$ cat config.mk
export PLATFORM = sky130hd
export DESIGN_NAME = jesd_link_sync_ctrl
export DESIGN_NICKNAME = d
export VERILOG_FILES = /design/src/rtl/jesd_link_sync_ctrl.sv
export SDC_FILE = /design/constraint.sdc
export NUM_CORES = 1
export LEC_CHECK = 0
export ABC_AREA = 1
export CORE_ASPECT_RATIO = 1.2
export CORE_UTILIZATION = 50
export DETAILED_ROUTE_END_ITERATION = 16
export DONT_BUFFER_PORTS = 1
export MAX_ROUTING_LAYER = met4
export PLACE_DENSITY_LB_ADDON = 0.2
export SYNTH_ARGS = -nofsm -noshare
export SYNTH_HDL_FRONTEND = slang
export SYNTH_SLANG_ARGS = --single-unit
$ cat constraint.sdc
create_clock -name clk_i -period 2.25 [get_ports clk_i]
set_clock_uncertainty 0.05 [all_clocks]
set_input_delay 0.5625 -clock clk_i [delete_from_list [all_inputs] [get_ports clk_i]]
set_output_delay 0.5625 -clock clk_i [all_outputs]
set_load 0.02 [all_outputs]
$ cat src/rtl/jesd_link_sync_ctrl.sv
// -----------------------------------------------------------------------------
// jesd_link_sync_ctrl
//
// Link-sync controller between the ADC pin PHY and the JESD204B receive core.
// It brings SYSREF into the device-clock domain and keeps an LMFC counter
// aligned to it. It also collects per-lane code-group-sync status, drives
// SYNC~ towards the transmitter, and asks for a new sync when lane errors
// pile up while the link is carrying data.
//
// Parameters
//   NUM_LANES    number of JESD lanes (1..8)
//   LMFC_PERIOD  LMFC period in clk_i cycles (2..2**LMFC_W)
//   LMFC_W       LMFC counter width
//   SYNC_STAGES  SYSREF synchroniser depth (>=2)
//   SYSREF_MODE  0 = one-shot (armed capture), 1 = continuous realignment
//   ERR_THRESH   error cycles in DATA that force a resync (1..255)
//
// Ports
//   clk_i              in   device clock, all logic on the rising edge
//   rst_n_i            in   asynchronous active-low reset
//   sysref_i           in   SYSREF, asynchronous to clk_i
//   sysref_arm_i       in   pulse: arm one-shot capture, clear misalign flag
//   link_en_i          in   level: link enable
//   lane_cgs_done_i    in   per-lane CGS complete (level)
//   lane_err_i         in   per-lane error strobe
//   sync_n_o           out  SYNC~, low while sync is requested
//   lmfc_cnt_o         out  LMFC phase 0..LMFC_PERIOD-1
//   lmfc_edge_o        out  high while lmfc_cnt_o == 0
//   sysref_captured_o  out  sticky: a SYSREF edge has been accepted
//   sysref_misalign_o  out  sticky: an accepted edge was off the LMFC boundary
//   link_state_o       out  0 IDLE, 1 CGS, 2 WAIT_LMFC, 3 DATA
//   resync_cnt_o       out  error-triggered resyncs, saturating at 255
// -----------------------------------------------------------------------------
module jesd_link_sync_ctrl #(
    parameter int NUM_LANES   = 4,
    parameter int LMFC_PERIOD = 8,
    parameter int LMFC_W      = 8,
    parameter int SYNC_STAGES = 2,
    parameter int SYSREF_MODE = 0,
    parameter int ERR_THRESH  = 4
) (
    input  logic                 clk_i,
    input  logic                 rst_n_i,
    input  logic                 sysref_i,
    input  logic                 sysref_arm_i,
    input  logic                 link_en_i,
    input  logic [NUM_LANES-1:0] lane_cgs_done_i,
    input  logic [NUM_LANES-1:0] lane_err_i,
    output logic                 sync_n_o,
    output logic [LMFC_W-1:0]    lmfc_cnt_o,
    output logic                 lmfc_edge_o,
    output logic                 sysref_captured_o,
    output logic                 sysref_misalign_o,
    output logic [1:0]           link_state_o,
    output logic [7:0]           resync_cnt_o
);

    localparam logic [LMFC_W-1:0] LMFC_LAST = LMFC_W'(LMFC_PERIOD - 1);
    localparam logic [7:0]        ERR_LIM   = 8'(ERR_THRESH);
    localparam bit                ONE_SHOT  = (SYSREF_MODE == 0);

    typedef enum logic [1:0] {
        IDLE      = 2'd0,
        CGS       = 2'd1,
        WAIT_LMFC = 2'd2,
        DATA      = 2'd3
    } link_state_t;

    // Saturating 8-bit increment shared by the error and resync counters.
    function automatic logic [7:0] sat_inc8(input logic [7:0] v);
        return (v == 8'hFF) ? v : v + 8'd1;
    endfunction

    // -------------------------------------------------------------------------
    // Stage p0: SYSREF synchroniser chain and registered rising-edge detect
    // -------------------------------------------------------------------------
    logic [SYNC_STAGES-1:0] sr_sync_p0;
    logic                   sr_prev_p1;
    logic                   sr_edge;

    always_ff @(posedge clk_i or negedge rst_n_i) begin
        if (!rst_n_i) begin
            sr_sync_p0 <= '0;
            sr_prev_p1 <= 1'b0;
            sr_edge    <= 1'b0;
        end else begin
            sr_sync_p0 <= {sr_sync_p0[SYNC_STAGES-2:0], sysref_i};
            sr_prev_p1 <= sr_sync_p0[SYNC_STAGES-1];
            sr_edge    <= sr_sync_p0[SYNC_STAGES-1] & ~sr_prev_p1;
        end
    end

    // -------------------------------------------------------------------------
    // Stage p2: edge acceptance, LMFC counter and capture flags
    // -------------------------------------------------------------------------
    logic              armed;
    logic              accept;
    logic [LMFC_W-1:0] lmfc_cnt;
    logic [LMFC_W-1:0] lmfc_nat;
    logic              captured;
    logic              misalign;

    // An arm pulse coinciding with an edge re-arms instead of consuming the
    // edge, so software always gets a fresh capture after arming.
    assign accept   = sr_edge & (ONE_SHOT ? (armed & ~sysref_arm_i) : 1'b1);
    assign lmfc_nat = (lmfc_cnt == LMFC_LAST) ? '0 : lmfc_cnt + LMFC_W'(1);

    always_ff @(posedge clk_i or negedge rst_n_i) begin
        if (!rst_n_i) begin
            armed    <= 1'b0;
            lmfc_cnt <= '0;
            captured <= 1'b0;
            misalign <= 1'b0;
        end else begin
            if (sysref_arm_i) begin
                armed <= 1'b1;
            end else if (accept) begin
                armed <= 1'b0;
            end

            lmfc_cnt <= accept ? '0 : lmfc_nat;
            captured <= captured | accept;

            // An edge landing exactly on the natural wrap is already aligned
            // and raises nothing; a new detection wins over a same-cycle clear.
            if (accept && captured && (lmfc_nat != '0)) begin
                misalign <= 1'b1;
            end else if (sysref_arm_i) begin
                misalign <= 1'b0;
            end
        end
    end

    // -------------------------------------------------------------------------
    // Link FSM with DATA-phase error counter
    // -------------------------------------------------------------------------
    link_state_t state, state_nxt;
    logic [7:0]  err_cnt, err_nxt;
    logic [7:0]  resync_cnt;
    logic        resync_inc;
    logic        all_done;
    logic        any_err;
    logic        err_hit;

    assign all_done = &lane_cgs_done_i;
    assign any_err  = |lane_err_i;
    assign err_hit  = (err_cnt >= ERR_LIM);

    always_ff @(posedge clk_i or negedge rst_n_i) begin
        if (!rst_n_i) begin
            state      <= IDLE;
            err_cnt    <= 8'd0;
            resync_cnt <= 8'd0;
        end else begin
            state   <= state_nxt;
            err_cnt <= err_nxt;
            if (resync_inc) begin
                resync_cnt <= sat_inc8(resync_cnt);
            end
        end
    end

    // The error counter only holds a value while the link stays in DATA, so
    // it is automatically zero on every DATA entry.
    always_comb begin
        state_nxt  = state;
        err_nxt    = 8'd0;
        resync_inc = 1'b0;
        if (!link_en_i) begin
            state_nxt = IDLE;
        end else begin
            case (state)
                IDLE: begin
                    state_nxt = CGS;
                end
                CGS: begin
                    if (all_done && captured) begin
                        state_nxt = WAIT_LMFC;
                    end
                end
                WAIT_LMFC: begin
                    // Lane loss beats a coincident LMFC boundary.
                    if (!all_done) begin
                        state_nxt = CGS;
                    end else if (lmfc_cnt == '0) begin
                        state_nxt = DATA;
                    end
                end
                DATA: begin
                    if (err_hit) begin
                        state_nxt  = CGS;
                        resync_inc = 1'b1;
                    end else if (!all_done) begin
                        state_nxt = CGS;
                    end else begin
                        err_nxt = any_err ? sat_inc8(err_cnt) : err_cnt;
                    end
                end
                default: begin
                    state_nxt = IDLE;
                end
            endcase
        end
    end

    assign sync_n_o          = (state == DATA);
    assign link_state_o      = state;
    assign lmfc_cnt_o        = lmfc_cnt;
    assign lmfc_edge_o       = (lmfc_cnt == '0);
    assign sysref_captured_o = captured;
    assign sysref_misalign_o = misalign;
    assign resync_cnt_o      = resync_cnt;

endmodule

Word-level counts from Yosys, hierarchy flattened --
Cells that the tools add are included.
Operators by class: add/sub/neg operators 3, order comparisons 1, equality and inequality tests 11, muxes and demuxes 22, bitwise gates (word level) 7, reduce and logical (&&, ||, !) cells 13
Operator list (count):
- $mux W8 | 8
- $add A8 B1 Y8 const B | 3
- $eq A8 B8 Y1 const B | 2
- $mux W2 | 6
- $eq A8 B3 Y1 const B | 1
- $ge A8 B3 Y1 const B | 1
- $logic_not A8 Y1 | 1
- $pmux W2 S4 | 1
- $reduce_bool A8 Y1 | 1
- $mux W1 | 7
- $ne A5 B3 Y1 const B | 1
- $ne A5 B5 Y1 const B | 1
- $eq A2 B2 Y1 const B | 2
- $ne A4 B3 Y1 const B | 1
- $ne A4 B4 Y1 const B | 1
- $reduce_and A2 Y1 | 2
- $reduce_and A4 Y1 | 1
- $reduce_bool A2 Y1 | 2
- $reduce_or A4 Y1 | 1
- $and A1 B1 Y1 | 3
- $logic_and A1 B1 Y1 | 3
- $ne A3 B3 Y1 const B | 1
- $not A1 Y1 | 3
- $reduce_and A3 Y1 | 1
- 3 further kinds | 3
Word-level totals: flip-flop bits (word level) 33, input port bits 13, output and inout port bits 22, logic and storage cells 67

Depth between registers and ports, before layout --
Gate-level depths: netlist of run 1.
depth in word-level cells 7, gate-level depth with buffers 10, mapped depth without buffers 10

Least setup slack after synthesis of run 1 --
Ideal clock, no wire load.
kind register to output, start reg lmfc_cnt[0], in the netlist lmfc_cnt_o[0], end out lmfc_edge_o, data arrival time 1.138 ns, data required time 1.637 ns, setup slack 0.500 ns, cell stages (with the launch flop) 6, path buffers 0, path through dfrtp_1 inv_1 ha_1 nor3b_1 nand3_1 inv_1
On the way: word-level cells in the longest chain between the ends 1
RTL lines:
- start, declared | RTL line 98 | logic [LMFC_W-1:0] lmfc_cnt;
- start signal, assigned | RTL line 121 | lmfc_cnt <= accept ? '0 : lmfc_nat;
- $logic_not A8 Y1 | RTL line 209 | assign lmfc_edge_o = (lmfc_cnt == '0);
- end, declared | RTL line 51 | output logic lmfc_edge_o,
No other way between the ends.

Worst setup path in the final report of run 1 --
start reg lmfc_cnt[1], in the netlist lmfc_cnt_o[1], end out lmfc_edge_o
The elaborated chain is that of the path after synthesis.

==> metrics.yaml, run 1 <==
clocking:
  cts_tree: "done"
  cts_buffer_depth: 2
  clk_pin_slew_ps: 100
  cts.sinks: 33
  clockRootBuffer: "clkbuf_4"
  htreeDepth: 2
  clk_latency_ps: 320
  postCtsSetupRepairBufs: 0
  cts_made_buffers: 5
route:
  routed_wl_mm: 2.99
  ant_nets: 0
  drc: 0
  first_pass_iters: 4
  avgRoutedWirePerCell_um: 11.7
  via_per_inst: 5.17
  drt_iter0_markers: 68
  route.vias.total: 1323
synth:
  syn_inst: 207
  yosysUniqueCellTypes: 23
  syn_area_per_cell_um2: 8.26
  ys_seq_elements: 33
  yosysWarnings: 0
  seq_area_frac_synth_pct: 48.3
  synth_area_mm2: 0.00171
global_routing:
  grt.overflow.total: 0
  antenna_found_initial: 0
  grtUsageTotal_pct: 19.5
  grt_max_degree: 34
  grt_pass1_vias: 1277
  grt_pass1_wl_mm: 5.33
cells_and_area:
  layout.cells.non_filler: 256
  nets: 243
  num_antenna_cells: 0
  final_common_cell: "nand2_1"
  area_growth_pct: 8.57
  final_cell_mix: "55 x nand2_1, 32 x dfrtp_1, 29 x nor2_1"
  fill_cells: 283
  drive_above_1_share_pct: 7.27
  fin_area_mm2: 0.00186
placed_design:
  io_buffers: 0
  place_hpwl_mm: 2.28
  dpl-instance-area_mm2: 0.00177
  placed_cells: 247
  gp_congestion: 0.878
min_path:
  hp-class: "input port to flip-flop"
  worstHoldStart: "sysref_i"
  min_path_cells: 0
  hold_end: "sr_sync_p0[0]"
run:
  cap_violations: 0
power_and_ir_drop:
  power.leakage_uw: 0.000954
  p_per_area_mw_per_mm2: 930
  ir_drop_uv: 673
timing:
  rsz0062_at_grt: "no"
  setup_viol_count_final: 0
  fin_crit_sh_pct: 94.1
  setup_tns_ps: 0
  finalHoldViolCount: 0
  max_freq_mhz: 472
  drv_slew: 0
  period_needed_ps: 2120
die:
  io_pins: 35
  dieArea_mm2: 0.00366
  row_count: 22
  core_mm2: 0.00317
  die_w_um: 55.4
  dieHeight_um: 66.0
  initial_core_util_pct: 54.0
critical_path:
  max_stage_delay_ps: 490
  cp_max_fo: 6
  crit_chain: "inv_1 -> ha_1 -> nor3b_1 -> nand3_1 -> inv_2"
  end_kind: "primary output"
  reg2reg_depth: 9
  reg2reg_to: "link_state_o[0]"
  reg2reg_slack_ps: 480
  arrival_ps: 1510
  start_kind: "flip-flop"
  worstPathRequired_ps: 1640
  worstSetupPathType: "flip-flop to primary output"
  rr_startpoint: "link_state_o[0]"
  worst_path_max_delay_cell: "dfrtp_2"
status:
  outcome: "completed"
[layout make-up]
cell class | instances | area (µm²) | area share [%]
Timing Repair Buffer | 3 | 37.5 | 2.02
Inverter | 28 | 108 | 5.80
Sequential cell | 33 | 827 | 44.6
Multi-Input combinational cell | 149 | 783 | 42.2
Clock buffer | 7 | 55.1 | 2.97
Tap cell | 36 | 45.0 | 2.43
[how the worst max path moves through the flow]
stage	from	end	slack, ps	cells after the start
6_report	lmfc_cnt_o[1]	lmfc_edge_o	130	5
5_1_grt	lmfc_cnt_o[1]	lmfc_edge_o	20	5
4_1_cts	lmfc_cnt_o[1]	lmfc_edge_o	10	5
3_5_place_dp	lmfc_cnt_o[1]	lmfc_edge_o	380	5
3_3_place_gp	lmfc_cnt_o[1]	lmfc_edge_o	470	5
2_1_floorplan	lmfc_cnt_o[0]	lmfc_edge_o	500	5
[registers in the layout (all words and copies together), names as in the netlist, 2 cells and up]
signal	cells
err_cnt	8
lmfc_cnt_o	8
resync_cnt_o	8
link_state_o	2
sr_sync_p0	2
[where the power goes]
| group | total, µW | internal (µW) | switching (µW) |
|---|---|---|---|
| logic | 438 | 176 | 263 |
| clock network | 331 | 147 | 183 |
| registers | 957 | 699 | 257 |
| total | 1730 | 1020 | 704 |
[worst max-delay path: cells and delay by family (launching register included)]
kind	cells	cell delay, ps
and+or+nand+nor	2	340
DFF	1	490
buffers and inverters	2	220
adders and majority gates	1	120
[routing by layer]
metal	wire length [µm]	GRT usage (%)
met1	1220	19.7
met2	1610	35.2
met3	103	4.89
met4	51	9.38
met5	0	-
[logic make-up after synthesis]
family	count (synthesis)	synth area share (%)
fa+ha+maj	10	7.32
compound gates	8	2.49
buf+inv	29	6.74
xor+xnor	7	3.59
other cells	1	0.219
simple gates	119	31.3
flops	33	48.3
[Yosys cell counts]
master	count	area, µm²
nand4_2	1	12.5
nor3_1	8	40.0
nand3_4	1	17.5
inv_1	27	101
nand2_1	55	206
nand3_1	14	70.1
nand3b_1	1	7.51
dfrtp_1	33	826
buf_4	1	7.51
o21a_1	1	7.51
a21oi_1	3	15.0
inv_4	1	6.26
nor2_2	1	6.26
nand3_2	2	20.0
nand4_1	5	31.3
xor2_1	5	43.8
nor2_1	29	109
ha_1	10	125
o21ai_0	2	10.0
o21ai_1	2	10.0
conb_1	1	3.75
xnor2_1	2	17.5
nor3b_1	2	15.0
[per-stage QoR]
stage	setup WS [ps]	hold slack (ps)	total power (µW)	utilization, %
floorplan	500	217	1300	-
global placement	473	217	1370	55.9
detailed placement	385	218	1400	55.9
CTS	11.0	192	1750	58.6
global route	21.1	177	1870	58.6
finish	132	211	1730	58.6
[timing repair]
| item | CTS | global route |
|---|---|---|
| endpoints found under the setup margin | 0 | 1 |
| hold endpoints to repair | 33 | 0 |
| resized for setup | 0 | 2 |
| hold buffers | 2 | 0 |
(Power assumes the default switching activity.)
==> run 2: changes to the inputs <==
Settings changed: CTS_BUF_LIST set to sky130_fd_sc_hd__clkbuf_4 sky130_fd_sc_hd__clkbuf_8 sky130_fd_sc_hd__clkbuf_16.
==> run 2 against run 1 <==
Register-to-register slack lost 30 ps. Cell count unchanged. Die area is the same. Sequential cell count unchanged. Routed wire length rose by 1.5%. Non-clock buffer count unchanged. Final area grew 0.20%. Worst setup slack lost 1.8 ps. Largest power group unchanged.
==> metrics.yaml, run 2 (synthesis results as in run 1) <==
clocking:
  clockRootBuffer: "clkbuf_4"
  cts_buffer_depth: 2
  cts.sinks: 33
  clk_latency_ps: 320
  clk_pin_slew_ps: 100
  cts_made_buffers: 5
  cts_tree: "done"
  htreeDepth: 2
power_and_ir_drop:
  internal_power_uw: 1030
  pwr-share-seq_pct: 55.1
  pwr-share-comb_pct: 25.2
  netSwitchingPower_uw: 704
  ir_drop_uv: 677
  switching_share_pct: 40.5
  p_per_area_mw_per_mm2: 935
  power.leakage_uw: 0.000957
  clkPwrFrac_pct: 19.7
timing:
  finalHoldViolCount: 0
  setup_viol_count_final: 0
  setup_tns_ps: 0
  drv_slew: 0
  fin_crit_sh_pct: 94.2
  max_freq_mhz: 472
  period_needed_ps: 2120
  rsz0062_at_grt: "no"
  timing.hold.ws_ps: 209
global_routing:
  antenna_found_initial: 0
  grt.overflow.total: 0
  grtUsageTotal_pct: 19.6
  grt_pass1_vias: 1284
  grt_max_degree: 34
  grt_pass1_wl_mm: 5.37
die:
  io_pins: 35
  initial_core_util_pct: 54.0
  die_w_um: 55.4
  dieArea_mm2: 0.00366
  row_count: 22
  dieHeight_um: 66.0
  core_mm2: 0.00317
route:
  drc: 0
  ant_nets: 0
  routed_wl_mm: 3.03
  first_pass_iters: 4
  drt_iter0_markers: 54
  avgRoutedWirePerCell_um: 11.8
  route.vias.total: 1331
  via_per_inst: 5.20
cells_and_area:
  final_common_cell: "nand2_1"
  area_growth_pct: 8.78
  drive_above_1_share_pct: 7.73
  nets: 243
  num_antenna_cells: 0
  final_cell_mix: "55 x nand2_1, 32 x dfrtp_1, 29 x nor2_1"
placed_design:
  gp_congestion: 0.878
  io_buffers: 0
  place_hpwl_mm: 2.28
min_path:
  hp-class: "input port to flip-flop"
critical_path:
  start_kind: "flip-flop"
  cp_max_fo: 6
  arrival_ps: 1510
  worstPathRequired_ps: 1640
  worstSetupPathType: "flip-flop to primary output"
  end_kind: "primary output"
run:
  cap_violations: 0
status:
  outcome: "completed"
run 2: power by group through the flow:
stage	Clock [µW]	Combinational, µW	Sequential, µW
floorplan	0	355	943
global placement	0	408	962
detailed placement	0	425	970
CTS	356	446	957
global route	381	519	981
finish	342	439	957
run 2: repair_timing:
action	CTS	global route
setup buffers	0	0
endpoints found under the setup margin	0	1
hold buffers	2	0
gates resized for setup	0	2
endpoints found under the hold margin	33	0
run 2: worst paths after layout:
path                                  from               to  slack (ps)  cells after the start
max in group asynchronous          rst_n_i    lmfc_cnt_o[1]        1340                      2
max                          lmfc_cnt_o[1]      lmfc_edge_o         130                      5
max reg2reg                link_state_o[0]  link_state_o[0]         450                      9
min in group asynchronous          rst_n_i    lmfc_cnt_o[2]         620                      2
min reg2reg                  sr_sync_p0[0]    sr_sync_p0[1]         330                      0
min                               sysref_i    sr_sync_p0[0]         210                      0
run 2: cell type report:
class                           instances  area (µm²)
Sequential cell                        33         827
Fill cell                             283        1310
Clock buffer                            7        58.8
Multi-Input combinational cell        149         783
Tap cell                               36        45.0
Inverter                               28         108
Timing Repair Buffer                    3        37.5
run 2: per-layer routing:
metal	share of wire (%)	wire (µm)	vias up	GRT usage, %
met2	54	1650	30	35.7
met1	40	1220	624	19.7
met5	0	0	-	-
met3	3.4	104	5	4.89
met4	1.8	56	0	9.38
li1	-	-	672	-
run 2: stage by stage:
stage	area, µm²	total power, µW	util (%)	setup slack [ps]	instances
CTS	1860	1760	58.7	11.0	256
detailed placement	1770	1400	55.9	385	247
floorplan	1720	1300	-	500	211
finish	1860	1740	58.7	131	256
global route	1860	1880	58.7	21.1	256
global placement	1770	1370	55.9	473	247
run 2: critical path: stages (launching register included):
cell,delay [ps]
dfrtp_2,490
inv_1,80
ha_1,120
nor3b_1,180
nand3_1,160
inv_2,140
